--- src/rtl/quad_decoder_pkg.sv ---
// quad_pkg: phase encoding, FSM state type and phase-order helpers for the quadrature decoder.
package quad_pkg;

    localparam logic [1:0] PH_00 = 2'b00;
    localparam logic [1:0] PH_01 = 2'b01;
    localparam logic [1:0] PH_11 = 2'b11;
    localparam logic [1:0] PH_10 = 2'b10;

    localparam int N_BITS_DEF = 3;

    typedef logic [0:0] state_t;
    localparam state_t UNPRIMED = 1'b0;
    localparam state_t TRACK    = 1'b1;

    // Forward order is 00 -> 01 -> 11 -> 10 -> 00.
    function automatic logic [1:0] phase_next(input logic [1:0] p);
        return p == PH_00 ? PH_01 : p == PH_01 ? PH_11 : p == PH_11 ? PH_10 : PH_00;
    endfunction

    function automatic logic [1:0] phase_prev(input logic [1:0] p);
        return p == PH_00 ? PH_10 : p == PH_10 ? PH_11 : p == PH_11 ? PH_01 : PH_00;
    endfunction

endpackage

--- src/rtl/quad_decoder_sync_ff.sv ---
// sync_ff: multi-flop synchronizer for one asynchronous input bit.
module sync_ff #(
    parameter int STAGES = 2
) (
    input  logic clk,
    input  logic n_reset,
    input  logic d,
    output logic q
);

    logic [STAGES-1:0] r;

    always_ff @(posedge clk or negedge n_reset) begin
        if (!n_reset) r <= '0;
        else          r <= {r[STAGES-2:0], d};
    end

    assign q = r[STAGES-1];

endmodule

--- src/rtl/quad_decoder.sv ---
// quad_decoder: synchronizes A/B quadrature inputs, emits step/up pulses,
// tracks a wrapping position count and flags illegal double-bit transitions.
module quad_decoder
    import quad_pkg::*;
#(
    parameter int N_BITS      = N_BITS_DEF,
    parameter int SYNC_STAGES = 2
) (
    input  logic              clk,
    input  logic              n_reset,
    input  logic              a_in,
    input  logic              b_in,
    input  logic              clear,
    output logic              step,
    output logic              up,
    output logic [N_BITS-1:0] count,
    output logic              err
);

    logic       a_sync, b_sync;
    logic [1:0] phase, prev_phase;
    state_t     state;
    logic       fwd, bwd, bad;

    sync_ff #(.STAGES(SYNC_STAGES)) u_sync_a (.clk(clk), .n_reset(n_reset), .d(a_in), .q(a_sync));
    sync_ff #(.STAGES(SYNC_STAGES)) u_sync_b (.clk(clk), .n_reset(n_reset), .d(b_in), .q(b_sync));

    assign phase = {a_sync, b_sync};

    always_comb begin
        fwd = state == TRACK && phase == phase_next(prev_phase);
        bwd = state == TRACK && phase == phase_prev(prev_phase);
        bad = state == TRACK && (phase ^ prev_phase) == 2'b11;
    end

    // prev_phase always follows phase: UNPRIMED primes it, TRACK resyncs even after an illegal jump.
    always_ff @(posedge clk or negedge n_reset) begin
        if (!n_reset) begin
            state      <= UNPRIMED;
            prev_phase <= PH_00;
            step       <= 1'b0;
            up         <= 1'b0;
            count      <= '0;
            err        <= 1'b0;
        end else begin
            state      <= TRACK;
            prev_phase <= phase;
            step       <= fwd | bwd;
            if (fwd | bwd) up <= fwd;
            count      <= clear ? '0 : fwd ? count + N_BITS'(1) : bwd ? count - N_BITS'(1) : count;
            err        <= clear ? 1'b0 : err | bad;
        end
    end

endmodule

--- config.mk ---
export PLATFORM = sky130hd
export DESIGN_NAME = quad_decoder
export DESIGN_NICKNAME = d
export VERILOG_FILES = /design/src/rtl/quad_decoder_pkg.sv /design/src/rtl/quad_decoder_sync_ff.sv /design/src/rtl/quad_decoder.sv
export SDC_FILE = /design/constraint.sdc
export NUM_CORES = 1
export LEC_CHECK = 0
export ABC_AREA = 1
export CORE_MARGIN = 3
export CORE_UTILIZATION = 45
export DETAILED_ROUTE_END_ITERATION = 8
export GPL_TIMING_DRIVEN = 0
export PLACE_DENSITY = 0.68
export SLEW_MARGIN = 10
export SYNTH_ARGS = -nofsm -noshare
export SYNTH_HDL_FRONTEND = slang
export SYNTH_SLANG_ARGS = --single-unit
--- constraint.sdc ---
create_clock -name clk -period 2.9 [get_ports clk]
set_clock_uncertainty 0.1 [all_clocks]
set_input_delay 0.58 -clock clk [delete_from_list [all_inputs] [get_ports clk]]
set_output_delay 0.58 -clock clk [all_outputs]
set_load 0.01 [all_outputs]
==> flow_summary.json <==
{
  "synthXorXnorAreaFrac_pct": 1.434,
  "regToRegSetupSlack_ps": 970,
  "synth_compound_area_share_pct": 4.508,
  "crit_family": "simple AND/OR/NAND/NOR gates",
  "synthesis.area_um2": 610.6,
  "synthMuxAreaShare_pct": 0,
  "first_global_vias": 393,
  "max_freq_ghz": 0.5172,
  "dominantRegCellSynth": "dfrtp_1",
  "netlist_instances": 65,
  "r2r_end": "count[2]",
  "path_clk_slew_ps": 80,
  "ys_top_cells_by_area": "dfrtp_1 (53%), nand2_1 (14%), inv_1 (6.8%)",
  "slowest_stage": "dfrtp_1",
  "synth_commonest_cells": "nand2_1 (22), dfrtp_1 (13), inv_1 (11)",
  "cp_data_required_time_ps": 2970,
  "slew_headroom_pct": 62.69,
  "synth_top_area_share_pct": 53.28,
  "critPathKind": "reg2reg",
  "antennaDiodeCount": 0,
  "yosys.area_share.simple_pct": 29.51,
  "core_um2": 1186,
  "arrival_ps": 2000,
  "yosysTopAreaCell": "dfrtp_1",
  "grt_setup_unrepaired": "false",
  "initial_core_util_pct": 51.48,
  "crit_fanout": 5,
  "grt_max_degree": 14,
  "cts_setup_buffers": 0,
  "yosysSeqAreaShare_pct": 53.28,
  "max_stage_delay_ps": 420,
  "timing.rr.start": "prev_phase[1]",
  "yosysMostFrequentCell": "nand2_1",
  "drive_gt1_share_pct": 18.99,
  "finalHoldViolations": 0,
  "die_h_um": 42.84,
  "die_w_um": 42.84,
  "min-delay-path-class": "reg2reg",
  "grtUsageTotal_pct": 13.74,
  "cts_sinks": 13,
  "wl_per_cell_um": 12.11,
  "rows": 12,
  "crit_chain": "inv_1, nand2_1, nand2_2, nand3_4, inv_1, fa_1, xor2_1, nand3_1, nand2_1, inv_1, nand2_1, nand2_1",
  "first_pass_iters": 4,
  "cts-resized-gates": 0,
  "drt-total-wl_um": 1126,
  "portBuffers": 10,
  "ir_drop_mv": 0.3143,
  "clockBufferDepth": 2,
  "die_area_um2": 1835,
  "synth_top_family_by_area": "simple AND/OR/NAND/NOR gates",
  "period_needed_ps": 1933,
  "cp_common_cell": "nand2_1",
  "dp_hpwl_um": 846.6,
  "ctsHtreeMaxLevel": 1,
  "ios": 11,
  "min-delay-start": "u_sync_a.r[0]",
  "synth_edf_count": 0,
  "synth_fp_nets": 71,
  "root_buffer": "clkbuf_4",
  "drtAntennaViolNets": 0,
  "end_kind": "flop",
  "drc_errors": 0,
  "avgSynthCellArea_um2": 9.394,
  "tritoncts": "built",
  "synth-seq-cells": 13,
  "status": "finished clean",
  "numCtsBuffers": 3,
  "nFillCells": 91,
  "hold_end": "u_sync_a.r[1]",
  "critPathLaunchType": "flop",
  "clk_latency_ps": 280,
  "grt_pass1_wl_um": 1787,
  "antenna_found_initial": 0,
  "gp_congestion": 0.7355,
  "min_period_over_period_pct": 66.67,
  "hold_slack_ps": 252.2,
  "yosysUniqueCellTypes": 16,
  "grt_overflow": 0,
  "whs_path_depth": 0,
  "finalPower_mw": 0.4010,
  "slew_viol_final": 0,
  "ys_warn_count": 0,
  "synthArstFlopShare_pct": 100.0,
  "leakage_nw": 0.3862,
  "initialDrtViolationCount": 13,
  "setup_tns_ps": 0,
  "worst_slew_pin_slew_ps": 558.0,
  "p_per_area_nw_per_um2": 530.7,
  "drv_cap": 0,
  "crit_buf_inv": 3,
  "reg2reg_depth": 12,
  "final_nets": 86,
  "synthAdderAreaFrac_pct": 3.279,
  "syn_to_final_growth_pct": 23.77,
  "holdBufCountCts": 0,
  "dr_total_vias": 438,
  "final-setup-viol-count": 0,
  "routed_via_density": 4.710
}
kinds of logic after synthesis:
group | count (synthesis)
flops | 13
xor+xnor | 1
other cells | 1
buf+inv | 12
simple gates | 33
fa+ha+maj | 1
compound gates | 4
final cells by class:
class	count	area, um2	share of cell area [%]
Clock buffer	3	22.52	2.980
Clock inverter	1	5.005	0.6623
Inverter	12	45.04	5.960
Multi-Input combinational cell	40	240.2	31.79
Sequential cell	13	325.3	43.05
Tap cell	14	17.52	2.318
Timing Repair Buffer	10	100.1	13.25
worst max-delay path by stage:
stage	from	endpoint	slack [ps]	cells past startpoint
3_3_place_gp	u_sync_a.r[1]	count[2]	1060	12
6_report	prev_phase[1]	count[2]	970	12
2_1_floorplan	u_sync_a.r[1]	count[2]	1190	12
4_1_cts	prev_phase[1]	count[2]	970	12
5_1_grt	prev_phase[1]	count[2]	790	12
3_5_place_dp	prev_phase[1]	count[2]	1020	12
power breakdown:
group	internal (mW)	switching [mW]	total, mW
Clock	0.0511	0.0613	0.112
Sequential	0.195	0.0117	0.207
Combinational	0.0386	0.0430	0.0816
cells in the final DEF (no fill, tap or decap):
| cell | instances |
|---|---|
| a21oi_1 | 2 |
| fa_1 | 1 |
| clkinv_2 | 1 |
| clkbuf_4 | 3 |
| nand2_4 | 1 |
| conb_1 | 1 |
| inv_2 | 1 |
| o2111ai_1 | 1 |
| xor2_1 | 1 |
| dfrtp_1 | 13 |
| a21oi_2 | 1 |
| clkdlybuf4s50_1 | 10 |
| inv_1 | 11 |
| nand2_2 | 5 |
| nor2_4 | 1 |
| nand3_1 | 1 |
| nand3_4 | 2 |
| nor2_1 | 1 |
| nand2_1 | 22 |
state kept, by name (all words and copies together) (netlist names):
signal and cells:
u_sync_b.r 2, step 1, err 1, state 1, u_sync_a.r 2, count 3
prev_phase 2, up 1
per-layer routing:
metal	track usage, %	up-vias	routed length [um]
met5	0	-	0
met4	3.727	0	7
li1	-	219	-
met2	20.66	15	558
met1	17.38	202	481
met3	6.780	2	79
stage by stage:
stage / std cells / cell area, um2 / util [%] / setup WS, ps
final: 93 / 755.7 / 63.71 / 966.7
after CTS: 93 / 755.7 / 63.71 / 968.5
after floorplan: 65 / 610.6 / - / 1193
after global placement: 89 / 728.2 / 61.39 / 1061
after global routing: 93 / 755.7 / 63.71 / 794.4
after detailed placement: 89 / 728.2 / 61.39 / 1022
Power figures use the tool's default switching activity.
